## src/rtl/bounce_gen_pkg.sv

```systemverilog
// bounce_gen_pkg: shared state encoding, LFSR constants and step function for bounce_gen
package bounce_gen_pkg;
    typedef enum logic [1:0] {IDLE = 2'd0, BOUNCE = 2'd1, SETTLE = 2'd2} state_t;
    localparam logic [15:0] LFSR_TAPS    = 16'hB400;
    localparam logic [15:0] DEFAULT_SEED = 16'hACE1;
    // Galois form of x^16+x^14+x^13+x^11+1
    function automatic logic [15:0] lfsr_step(input logic [15:0] s);
        return s[0] ? ((s >> 1) ^ LFSR_TAPS) : (s >> 1);
    endfunction
endpackage

```

## src/rtl/bounce_gen_lfsr16.sv

```systemverilog
// lfsr16: 16-bit Galois LFSR, reseeded on reset, steps once per enabled cycle
module lfsr16 import bounce_gen_pkg::*; #(
    parameter logic [15:0] SEED = DEFAULT_SEED
) (
    input  logic        clk,
    input  logic        rst,
    input  logic        en,
    output logic [15:0] state
);
    always_ff @(posedge clk or posedge rst)
        if (rst)     state <= SEED;
        else if (en) state <= lfsr_step(state);
endmodule

```

## src/rtl/bounce_gen.sv

```systemverilog
// bounce_gen: turns a level request into a pseudo-random contact-bounce burst, then settles at the target level
module bounce_gen import bounce_gen_pkg::*; #(
    parameter int          BOUNCE_CYCLES = 64,
    parameter int          SETTLE_CYCLES = 8,
    parameter int          GAP_W         = 3,
    parameter logic [15:0] LFSR_SEED     = DEFAULT_SEED
) (
    input  logic       clk,
    input  logic       rst,
    input  logic       start,
    input  logic       target,
    output logic       bouncy_out,
    output logic       busy,
    output logic       done,
    output logic [7:0] toggle_cnt
);
    localparam int WW = $clog2(BOUNCE_CYCLES + 1);
    localparam int SW = $clog2(SETTLE_CYCLES + 1);
    state_t            state_q;
    logic              bouncy_q, busy_q, done_q, target_q;
    logic [7:0]        cnt_q;
    logic [WW-1:0]     win_q;
    logic [SW-1:0]     set_q;
    logic [GAP_W-1:0]  gap_q;
    logic [15:0]       lfsr;
    lfsr16 #(.SEED(LFSR_SEED)) u_lfsr (
        .clk  (clk),
        .rst  (rst),
        .en   (state_q == BOUNCE),
        .state(lfsr)
    );
    always_ff @(posedge clk or posedge rst) begin
        if (rst) begin
            state_q  <= IDLE;
            bouncy_q <= 1'b0;
            busy_q   <= 1'b0;
            done_q   <= 1'b0;
            target_q <= 1'b0;
            cnt_q    <= 8'd0;
            win_q    <= '0;
            set_q    <= '0;
            gap_q    <= '0;
        end else begin
            done_q <= 1'b0;
            case (state_q)
                IDLE: if (start) begin
                    cnt_q <= 8'd0;
                    if (target != bouncy_q) begin
                        target_q <= target;
                        win_q    <= WW'(BOUNCE_CYCLES);
                        gap_q    <= GAP_W'(lfsr);
                        busy_q   <= 1'b1;
                        state_q  <= BOUNCE;
                    end else done_q <= 1'b1;
                end
                BOUNCE: begin
                    win_q <= win_q - WW'(1);
                    if (gap_q == '0) begin
                        bouncy_q <= ~bouncy_q;
                        cnt_q    <= (cnt_q == 8'hFF) ? cnt_q : cnt_q + 8'd1;
                        gap_q    <= GAP_W'(lfsr_step(lfsr));
                    end else gap_q <= gap_q - GAP_W'(1);
                    // last window cycle: force the requested level whatever the toggle parity
                    if (win_q == WW'(1)) begin
                        bouncy_q <= target_q;
                        set_q    <= SW'(SETTLE_CYCLES);
                        state_q  <= SETTLE;
                    end
                end
                SETTLE: begin
                    set_q <= set_q - SW'(1);
                    if (set_q == SW'(1)) begin
                        state_q <= IDLE;
                        busy_q  <= 1'b0;
                        done_q  <= 1'b1;
                    end
                end
                default: state_q <= IDLE;
            endcase
        end
    end
    assign bouncy_out = bouncy_q;
    assign busy       = busy_q;
    assign done       = done_q;
    assign toggle_cnt = cnt_q;
endmodule

```

## config.mk

```make
export PLATFORM = sky130hd
export DESIGN_NAME = bounce_gen
export DESIGN_NICKNAME = d
export VERILOG_FILES = /design/src/rtl/bounce_gen_pkg.sv /design/src/rtl/bounce_gen_lfsr16.sv /design/src/rtl/bounce_gen.sv
export SDC_FILE = /design/constraint.sdc
export NUM_CORES = 1
export LEC_CHECK = 0
export ABC_AREA = 0
export BUFFER_PORTS_ARGS = -buffer_cell sky130_fd_sc_hd__buf_2
export CAP_MARGIN = 10
export CORE_MARGIN = 2
export CORE_UTILIZATION = 44
export CTS_BUF_LIST = sky130_fd_sc_hd__clkbuf_4 sky130_fd_sc_hd__clkbuf_8
export CTS_CLUSTER_SIZE = 20
export DETAILED_ROUTE_END_ITERATION = 6
export SETUP_SLACK_MARGIN = 0.2
export SLEW_MARGIN = 20
export SYNTH_ARGS = -nofsm -noshare
export SYNTH_HDL_FRONTEND = slang
export SYNTH_SLANG_ARGS = --single-unit
```

## constraint.sdc

```tcl
create_clock -name clk -period 1.7 [get_ports clk]
set_input_delay 0.17 -clock clk [delete_from_list [all_inputs] [get_ports clk]]
set_output_delay 0.17 -clock clk [all_outputs]
set_load 0.01 [all_outputs]
```

* Word-level counts from Yosys, hierarchy flattened
Index checks and enable logic that the tools add are counted.
** Cells by class
- Add/subtract/negate cells :: 4
- Equal/unequal tests :: 12
- Multiplexer cells :: 29
- Bitwise logic cells :: 2
- Reductions and logical operators :: 13
** Operator list (count)
- $mux 8 :: 3
- $mux 16 :: 1
- $pmux 8 s2 :: 1
- $mux 7 :: 2
- $pmux 7 s2 :: 1
- $ne 2x2->1 const B :: 6
- $reduce_and 4->1 :: 3
- $mux 3 :: 3
- $add 8x1->8 const B :: 1
- $eq 8x8->1 const B :: 1
- $mux 1 :: 8
- $mux 2 :: 4
- $pmux 4 s2 :: 1
- $reduce_bool 2->1 :: 4
- $eq 7x1->1 const B :: 1
- $sub 7x1->7 const B :: 1
- $pmux 2 s3 :: 1
- $pmux 3 s2 :: 1
- $reduce_and 3->1 :: 2
- $eq 4x1->1 const B :: 1
- $mux 4 :: 1
- $not 3->4 :: 1
- $pmux 1 s2 :: 2
- $reduce_and 2->1 :: 2
- 8 further kinds :: 8
** Storage, ports and cells
- Bits in registers :: 44
- Output and inout bits :: 11
- Logic and storage cells :: 70

* Longest topological paths before layout
- Depth after elaboration :: 4
- Depth in mapped cells :: 6
- Mapped depth without buffers :: 6

* Hierarchy
From an unflattened synthesis, not the netlist that was laid out.
** Unflattened totals
- Cells, all modules :: 202
- Area total of the unflattened synthesis :: 2200.9 sq um
** By module, submodules not included
- bounce_gen :: times used 1, cells an instance 161, area each 1541.5 sq um, seq. area each 700.7 sq um
- lfsr16 :: times used 1, cells an instance 41, area each 659.4 sq um, seq. area each 410.4 sq um

* Worst setup path after synthesis
No wires, ideal clock.
- Path type :: flip-flop to flip-flop
- Start :: register cnt_q[0], in the netlist toggle_cnt[0]
- End :: register cnt_q[1], in the netlist toggle_cnt[1]
- Setup time :: 0.125 ns
- Arrival :: 1.401 ns
- Required time :: 1.575 ns
- Setup slack :: 0.175 ns
- Stages on the path, launching flop included :: 6
- Path buffers :: 0
- Cells stage by stage :: dfrtp_1 -> ha_1 -> nand4_1 -> o21ai_0 -> nand2_1 -> mux2i_1
** On the way
- Word-level cells in the longest chain between the ends :: 4
- Elaborated cells between the ends (all ways) :: 7
** RTL lines
- from (decl) :: RTL line bounce_gen.sv:21 : logic [7:0] cnt_q;
- from (signal assigned) :: RTL line bounce_gen.sv:60 : cnt_q <= (cnt_q == 8'hFF) ? cnt_q : cnt_q + 8'd1;
- $add 8x1->8 :: RTL line bounce_gen.sv:60
- $mux 8 :: RTL line bounce_gen.sv:60
- $mux 8 :: RTL line bounce_gen.sv:58 : if (gap_q == '0) begin
- $pmux 8 s2 :: RTL line bounce_gen.sv:45 : case (state_q)
Several ways; a longest one is shown, not always the timed one. The select of a mux whose other input is x is not followed.
A chain may end at the register's enable or synchronous reset.

* Final worst setup path
- Start :: register cnt_q[0], in the netlist toggle_cnt[0]
- End :: register cnt_q[7], in the netlist toggle_cnt[7]
The elaborated chain is that of the path after synthesis.

==> qor.yml <==
grt:
  grt_max_degree: 20
  grt_usage_pct: 15.84
  grt_antenna_before_repair: 0
  grt_pass1_vias: 1461
  grt_pass1_wl_um: 6672
  overflow: 0
synth:
  syn_nets: 238
  syn_avg_cell_area_um2: 9.458
  syn_area_um2: 2147
  synth_ff_type: "dfrtp_1"
  postSynthCellCount: 227
  ys_seq_area_share_pct: 51.75
  synthArstFlopShare_pct: 100.0
  yosysUniqueCellTypes: 46
  yosysWarnings: 0
  synth_edf_count: 0
  synth_seq_cells: 44
die:
  fp.dieArea_um2: 5455
  rows: 25
  die_h_um: 73.86
  ioPinCount: 15
  die_w_um: 73.86
  core-area_um2: 4723
  start_util_pct: 45.46
power_and_ir_drop:
  leakage_nw: 1.184
  p_int_mw: 2.470
  p_per_area_nw_per_um2: 1571
  vdd_ir_drop_max_v: 0.0007466
  swShare_pct: 38.85
  fin_total_pwr_mw: 4.039
  combPwrFrac_pct: 42.9
  seq_power_share_pct: 40.6
  switching_power_mw: 1.569
  power_frac_clock_pct: 16.5
layout:
  fillers: 434
  layout-drive-gt1-share_pct: 26.95
  multi_input_comb_area_um2: 1028
  num_antenna_cells: 0
  area_delta_synth_final_pct: 19.76
  seq_area_um2: 1116
  final_common_cell: "nand2_1"
  fin_nets: 266
  final_cell_mix: "nand2_1, dfrtp_1, buf_2"
setup_path:
  worstSetupPathType: "flop to flop"
  reg2reg_depth: 6
  cp.required_ns: 1.89
  critPathLaunchType: "flop"
  rr_startpoint: "toggle_cnt[0]"
  crit_arrival_ns: 1.69
  critPathMaxFanout: 5
  r2r_end: "toggle_cnt[7]"
  startpoint: "toggle_cnt[0]"
  r2r_slack_ns: 0.20
  setup.worst_path.end_class: "flop"
  worstSetupEndpoint: "toggle_cnt[7]"
clocking:
  cts_buffers: 5
  cts_tree: "yes"
  cts.sinks: 44
  clk_pin_slew_worst_paths_ns: 0.09
  cts-root-buf: "clkbuf_8"
  clk_latency_ns: 0.29
  htreeDepth: 2
  cts_buffer_depth: 2
placement:
  dp_hpwl_um: 2689
  port_buffers: 14
  gp_congestion: 0.8201
route:
  drt-total-wl_um: 4045
  avgRoutedWirePerCell_um: 12.52
  drt-pass1-iter-count: 4
  avgViaCountPerCell: 4.892
  drc: 0
  drt_iter0_markers: 32
  ant_nets: 0
  dr_total_vias: 1580
sta:
  relSlewSlack_pct: 63.58
  setup_tns_ns: 0
  fmax_mhz: 666.2
  slew_violations: 0
  setup_viol_count_final: 0
  hold_viol_final: 0
  skew_ns: 0.009231
  period_share_pct: 88.30
  finalCriticalPeriod_ns: 1.501
  worst_slew_pin_slew_ns: 0.5430
  rsz0062_at_grt: "true"
job:
  maxCapViolCount: 0
worst_hold_path:
  timing.hold.worst.class: "input pin to flop"
outcome:
  outcome: "finished clean"
==> logic make-up after synthesis <==
logic type | count (synthesis) | share of synthesized area [%]
AOI/OAI and AO/OA | 41 | 11.89
adders and majority gates | 7 | 4.079
buffers and inverters | 21 | 4.137
xor gates and xnor gates | 11 | 4.487
and+or+nand+nor | 100 | 22.20
muxes | 3 | 1.457
DFF | 44 | 51.75
==> worst min path at each step <==
stage | cells past startpoint | start | end
CTS | 3 | target | target_q
global placement | 2 | rst | win_q[3]
floorplan | 2 | target | target_q
global route | 3 | target | target_q
detailed placement | 2 | rst | win_q[3]
finish | 3 | target | target_q
==> repair_timing <==
item / 4_1_cts / 5_1_grt
buffers inserted: 2 / 5
endpoints found under the setup margin: 10 / 28
gates resized for setup: 5 / 19
endpoints found under the hold margin: 5 / 0
hold buffers: 1 / 0
pin swaps: 0 / 12
==> sequential cells by signal, summed over array words and instances (netlist names) <==
| name | cells |
|---|---|
| u_lfsr.state | 16 |
| target_q | 1 |
| win_q | 7 |
| state_q | 2 |
| set_q | 4 |
| bouncy_out | 1 |
| busy | 1 |
| done | 1 |
| gap_q | 3 |
| toggle_cnt | 8 |
==> metal layers <==
layer | track usage (%) | routed length (um) | part of all wire, %
met1 | 22.04 | 2005 | 50
met2 | 24.80 | 1937 | 48
met3 | 2.881 | 69 | 1.7
met4 | 5.455 | 32 | 0.79
met5 | 0 | 0 | 0
==> power by group through the flow <==
stage	combinational (mW)	clock (mW)	sequential [mW]
after CTS	1.57	0.697	1.61
final	1.73	0.668	1.64
after global routing	1.94	0.752	1.68
after floorplan	1.10	0	1.60
after global placement	1.48	0	1.59
after detailed placement	1.49	0	1.61
==> cells in the mapped netlist (2+ instances only) <==
library cell | n | share of area [%]
nand2b_1 | 2 | 0.58
nand2_1 | 54 | 9.4
nor3_1 | 5 | 1.2
buf_4 | 2 | 0.70
nand3b_1 | 2 | 0.70
o2111ai_1 | 2 | 0.82
nor2b_1 | 3 | 0.87
o21ai_0 | 14 | 3.3
ha_1 | 7 | 4.1
buf_2 | 2 | 0.47
nand4_1 | 2 | 0.58
dfstp_2 | 8 | 9.8
xnor2_1 | 5 | 2.0
clkbuf_1 | 4 | 0.70
nand3_1 | 4 | 0.93
xor2_1 | 6 | 2.4
o22ai_1 | 2 | 0.58
a31oi_1 | 3 | 0.87
inv_1 | 13 | 2.3
dfrtp_1 | 36 | 42
a21oi_1 | 10 | 2.3
mux2i_1 | 2 | 0.93
nor3b_1 | 2 | 0.70
and2_1 | 2 | 0.58
o31ai_1 | 2 | 0.70
nor2_1 | 13 | 2.3
==> worst max-delay path: stages (launching register included) <==
cell       delay [ns]
dfrtp_1          0.42
ha_4             0.18
nand4_1          0.20
buf_4            0.22
o2111ai_2        0.17
xor2_1           0.16
nor2_1           0.06
==> per-stage QoR <==
step	cell area (um2)	hold WS (ns)	std cells	setup slack (ns)	util, %
after CTS	2469	0.1191	318	0.1694	52.26
after detailed placement	2328	0.1740	307	0.09686	49.30
after global placement	2328	0.1789	307	0.1243	49.30
final	2571	0.1262	323	0.1989	54.44
after global routing	2571	0.1515	323	0.08863	54.44
after floorplan	2147	0.2966	227	0.2549	-
==> final cells by class <==
class | count | share of cell area (%)
clock buffers | 6 | 3.212
inverters | 13 | 1.898
clock inverters | 2 | 0.3893
repair buffers | 29 | 7.835
well taps | 67 | 3.260
multi-input cells | 162 | 40.00
flip-flops and latches | 44 | 43.41
No activity file was read; power rests on OpenSTA's default activity.
